<file path="config.mk">
export PLATFORM = sky130hd
export DESIGN_NAME = mbgd_grad_update
export DESIGN_NICKNAME = d
export VERILOG_FILES = /design/src/rtl/mbgd_grad_update.sv
export SDC_FILE = /design/constraint.sdc
export NUM_CORES = 2
export LEC_CHECK = 0
export ABC_AREA = 1
export BUFFER_PORTS_ARGS = -buffer_cell sky130_fd_sc_hd__buf_2
export CAP_MARGIN = 25
export CORE_ASPECT_RATIO = 0.7
export CORE_MARGIN = 8
export CORE_UTILIZATION = 46
export CTS_CLUSTER_SIZE = 12
export DETAILED_ROUTE_END_ITERATION = 10
export GPL_ROUTABILITY_DRIVEN = 0
export GPL_TIMING_DRIVEN = 0
export PLACE_DENSITY = 0.68
export SKIP_CTS_REPAIR_TIMING = 1
export SYNTH_ARGS = -nofsm -noshare
export SYNTH_HDL_FRONTEND = slang
export SYNTH_SLANG_ARGS = --single-unit
</file>
<file path="constraint.sdc">
create_clock -name clk -period 5.15 [get_ports clk]
set_clock_uncertainty 0.15 [all_clocks]
set_input_delay 0.2575 -clock clk [delete_from_list [all_inputs] [get_ports clk]]
set_output_delay 0.2575 -clock clk [all_outputs]
set_load 0.05 [all_outputs]
</file>
<file path="src/rtl/mbgd_grad_update.sv">
// rtl/mbgd_grad_update.sv - MBGD gradient accumulate and saturating teta update
// Sums (h - target) * x_i per lane over 2^MB_BIT samples, then steps teta by acc >>> LR_SHIFT.
module mbgd_grad_update #(
  parameter int DW       = 8,
  parameter int N        = 8,
  parameter int MB_BIT   = 2,
  parameter int LR_SHIFT = 12,
  parameter int ACC_W    = 2*DW + 1 + MB_BIT
) (
  input  logic            clk,
  input  logic            reset,
  input  logic            enable,
  input  logic            in_valid,
  output logic            in_ready,
  input  logic [N*DW-1:0] x,
  input  logic [DW-1:0]   h,
  input  logic            y,
  input  logic            teta_load,
  input  logic [N*DW-1:0] teta_in,
  output logic [N*DW-1:0] teta,
  output logic            update_done,
  output logic [15:0]     update_count
);

  localparam int TW = DW + ACC_W;
  localparam logic signed [TW-1:0] SMAX = TW'(2**(DW-1) - 1);
  localparam logic signed [TW-1:0] SMIN = TW'(-(2**(DW-1)));

  typedef enum logic {S_ACC, S_UPD} state_t;

  state_t                     r_state;
  state_t                     w_state_nxt;
  logic [MB_BIT-1:0]          r_cnt;
  logic [N-1:0][ACC_W-1:0]    r_acc;
  logic [N*DW-1:0]            r_teta;
  logic                       r_done;
  logic [15:0]                r_count;

  logic                       w_accept;
  logic signed [DW:0]         w_err;
  logic [N-1:0][2*DW:0]       w_prod;
  logic [N*DW-1:0]            w_teta_upd;

  assign in_ready     = reset && enable && !teta_load && (r_state == S_ACC);
  assign w_accept     = in_valid && in_ready;
  // h and target both fit in DW bits, so the 9-bit difference never overflows.
  assign w_err        = {1'b0, h} - (y ? {1'b0, {DW{1'b1}}} : {(DW+1){1'b0}});
  assign teta         = r_teta;
  assign update_done  = r_done;
  assign update_count = r_count;

  for (genvar gi = 0; gi < N; gi++) begin : g_lane
    logic signed [DW-1:0]    w_x;
    logic signed [ACC_W-1:0] w_d;
    logic signed [TW-1:0]    w_diff;

    assign w_x        = x[gi*DW +: DW];
    assign w_prod[gi] = w_err * w_x;
    assign w_d        = $signed(r_acc[gi]) >>> LR_SHIFT;
    assign w_diff     = TW'($signed(r_teta[gi*DW +: DW])) - TW'(w_d);
    assign w_teta_upd[gi*DW +: DW] = (w_diff > SMAX) ? SMAX[DW-1:0] :
                                     (w_diff < SMIN) ? SMIN[DW-1:0] :
                                     w_diff[DW-1:0];
  end

  always_comb begin
    w_state_nxt = r_state;
    case (r_state)
      S_ACC:   if (w_accept && (r_cnt == '1)) w_state_nxt = S_UPD;
      S_UPD:   if (enable) w_state_nxt = S_ACC;
      default: w_state_nxt = S_ACC;
    endcase
  end

  always_ff @(posedge clk or negedge reset) begin
    if (!reset) begin
      r_state <= S_ACC;
    end else begin
      r_state <= w_state_nxt;
    end
  end

  always_ff @(posedge clk or negedge reset) begin
    if (!reset) begin
      r_cnt   <= '0;
      r_acc   <= '0;
      r_teta  <= '0;
      r_done  <= 1'b0;
      r_count <= '0;
    end else begin
      r_done <= enable && (r_state == S_UPD);
      if (enable) begin
        if (r_state == S_ACC) begin
          // A load only lands on a batch boundary so a half-built gradient never mixes two tetas.
          if (teta_load && (r_cnt == '0)) r_teta <= teta_in;
          if (w_accept) begin
            r_cnt <= r_cnt + MB_BIT'(1);
            for (int li = 0; li < N; li++) begin
              r_acc[li] <= r_acc[li] + ACC_W'($signed(w_prod[li]));
            end
          end
        end else begin
          r_teta  <= w_teta_upd;
          r_acc   <= '0;
          r_count <= r_count + 16'd1;
        end
      end
    end
  end

endmodule

</file>
==> metrics <==
Syn. warnings 0; I/O Pins between 200 and 250; Hold WS approximately 48 ps; Seq/Total Area, Yosys 0.1376; area grow syn2layout 29.93%; violated checks setup timing; GRT Total Usage 0.2676; die width around 380 um; first-pass GRT wire length 220.3 mm; critical setup path kind in2reg; post-layout min period a little under 7000 ps; DRT antenna net count 0; HPWL Detailed 118.4 mm; largest net degree at the start of global routing slightly above 90; status finished, violations left; Synth area leader fa_1; GRT overflow 0; root buffer cell clkbuf_16; TritonCTS buffer count 26; Setup crit start kind input port; post-layout util 0.6043; DRC viols 0; Synth Cell Area ~0.043 mm2; Clock Tree Buf Depth 3; Hold Crit Class in2async; DR iter-0 viols ~4400; dpl cells 7418; Max stage delay on crit path roughly 550 ps; Filler cells ~7900; Non-Filler Instances about 7800; Slew HR 0.2042; drt pass-1 iters 8; Final Worst Setup Slack -1610 ps; buffers added on ports 223; syn_nets a little over 7000; H-tree depth 1; Crit path required time roughly 5500 ps; top cell type's share of synthesized area 0.2356; crit path capture type flip-flop; RSZ-0062 raised after global routing yes; RR Startpoint r_state; vias in the first global route 40028; Largest delay share family, worst path adder cells; Achievable Freq between 100 and 150 MHz; Die Height 271.6 um; post-place instance area 0.04695 mm2; Design Area, Final between 0.05 and 0.06 mm2; Slowest-stage cell, CP fa_1; Multi-input gate area approximately 0.038 mm2; DR vias ~43000; synth top area cells fa_1 (24%), ha_1 (14%), dfrtp_1 (14%), nand2_1 (11%), inv_1 (11%); final WL about 160 mm; Buf+Inv Stages, Crit Path 10; maxcap violations 0; row count 93; share of layout cells above drive strength 1 0.2401; sequential cell area 0.005906 mm2; Seq cells post-synth between 200 and 250; initial antenna violation count 14; syn avg cell area a little over 7 um2; period utilization 1.313; Netlist cell types 53; Least-Margin Pin Slew approximately 1200 ps; # clock sinks 236; core area slightly above 0.09 mm2; TritonCTS clock tree yes; Crit Path Max Fanout 6; DIE AREA a little over 0.1 mm2; max-slew violation count 0; Reg clk slew, reported paths 60 ps; Setup violations, final a little under 100; CP startpoint h[0]; Clk Latency, worst-skew pair 600 ps; WL/cell 20.01 um; WP data arrival ~7000 ps; nets between 7000 and 8000; Fin. Hold Viols 0; Starting Density 0.4651; Vias/cell between 5 and 6; Synth Instances just under 6000
[final timing paths]
path                            cells after the start                to  slack, ps
min in group clk                                    4         r_acc[42]        180
worst max register to register                      6         r_acc[97]       2400
worst max-delay path                               41  g_lane[6].w_d[5]      -1610
max in group asynchronous                           4  g_lane[2].w_d[5]       3510
worst min register to register                      2         r_acc[49]        340
worst min-delay path                                2        r_acc[142]         50
[worst reg2reg max path: cells and delay by family (launching register included)]
| family | cells | cell delay [ps] |
|---|---|---|
| buffers and inverters | 3 | 1550 |
| DFF | 1 | 330 |
| and+or+nand+nor | 2 | 310 |
| AOI/OAI and AO/OA | 1 | 230 |
[cell usage after synthesis, drive strengths merged]
library cell     n
nand2         1267
inv           1263
nor2           737
fa             505
ha             474
a21oi          388
o21ai          262
dfrtp          236
nand3          215
xor2           120
xnor2           71
buf             59
clkbuf          52
nand4           52
a21o            49
o21bai          37
nor3            33
a31oi           26
o22ai           12
or2             12
nand3b          11
o21a            11
a21boi           9
clkinv           9
a22o             8
o31ai            8
o211ai           6
a32o             5
mux2             4
o2111ai          4
o211a            4
a221oi           1
a31o             1
nand2b           1
nor4             1
nor4b            1
[layout by cell type (no fill, tap or decap), types with 152 or more instances in the layout]
cell     synthesis  layout
nand3_1        213     168
nor2_1         736     616
buf_2           44     244
dfrtp_1        236     236
ha_4             0     159
a21oi_1        388     249
ha_1           474     302
fa_1           505     478
buf_4            5     152
inv_1         1257    1134
nand2_1       1264    1079
[metal layers]
layer	up-vias	GRT usage	share of wire
met5	-	0.005090	0.0011
met4	16	0.07924	0.044
met3	444	0.06613	0.10
met2	1988	0.4273	0.45
met1	20609	0.3595	0.40
li1	19480	-	-
[state kept, by name, indices dropped and copies added, names as in the netlist]
register and cells:
r_cnt 2, teta 64, r_state 1, update_done 1, g_lane.w_d 56, r_acc 96, update_count 16
[logic make-up after synthesis]
logic type,Yosys count,synth area share
xor gates and xnor gates,191,0.03898
muxes,4,0.001050
buffers and inverters,1383,0.1230
adders and majority gates,979,0.3738
AOI/OAI and AO/OA,831,0.1080
DFF,236,0.1376
and+or+nand+nor,2330,0.2175
[area by class of cell]
type | instances | area share
Multi-Input combinational cell | 4335 | 0.6750
Sequential cell | 236 | 0.1059
Inverter | 1272 | 0.08695
Timing Repair Buffer | 512 | 0.07250
Tap cell | 1235 | 0.02771
Buffer | 110 | 0.01607
Clock buffer | 38 | 0.01319
Clock inverter | 7 | 0.002244
Antenna cell | 9 | 0.0004039
[stage by stage]
| stage | TNS, ps | worst slack [ps] |
|---|---|---|
| floorplan | -77140 | -1240 |
| global placement | -538790 | -3147 |
| detailed placement | -244800 | -3214 |
| CTS | -175980 | -2600 |
| global route | -122910 | -1851 |
| finish | -103990 | -1610 |
Power is not shown: default switching activity piles up to over one toggle a cycle in this logic, so the estimate is an artifact.
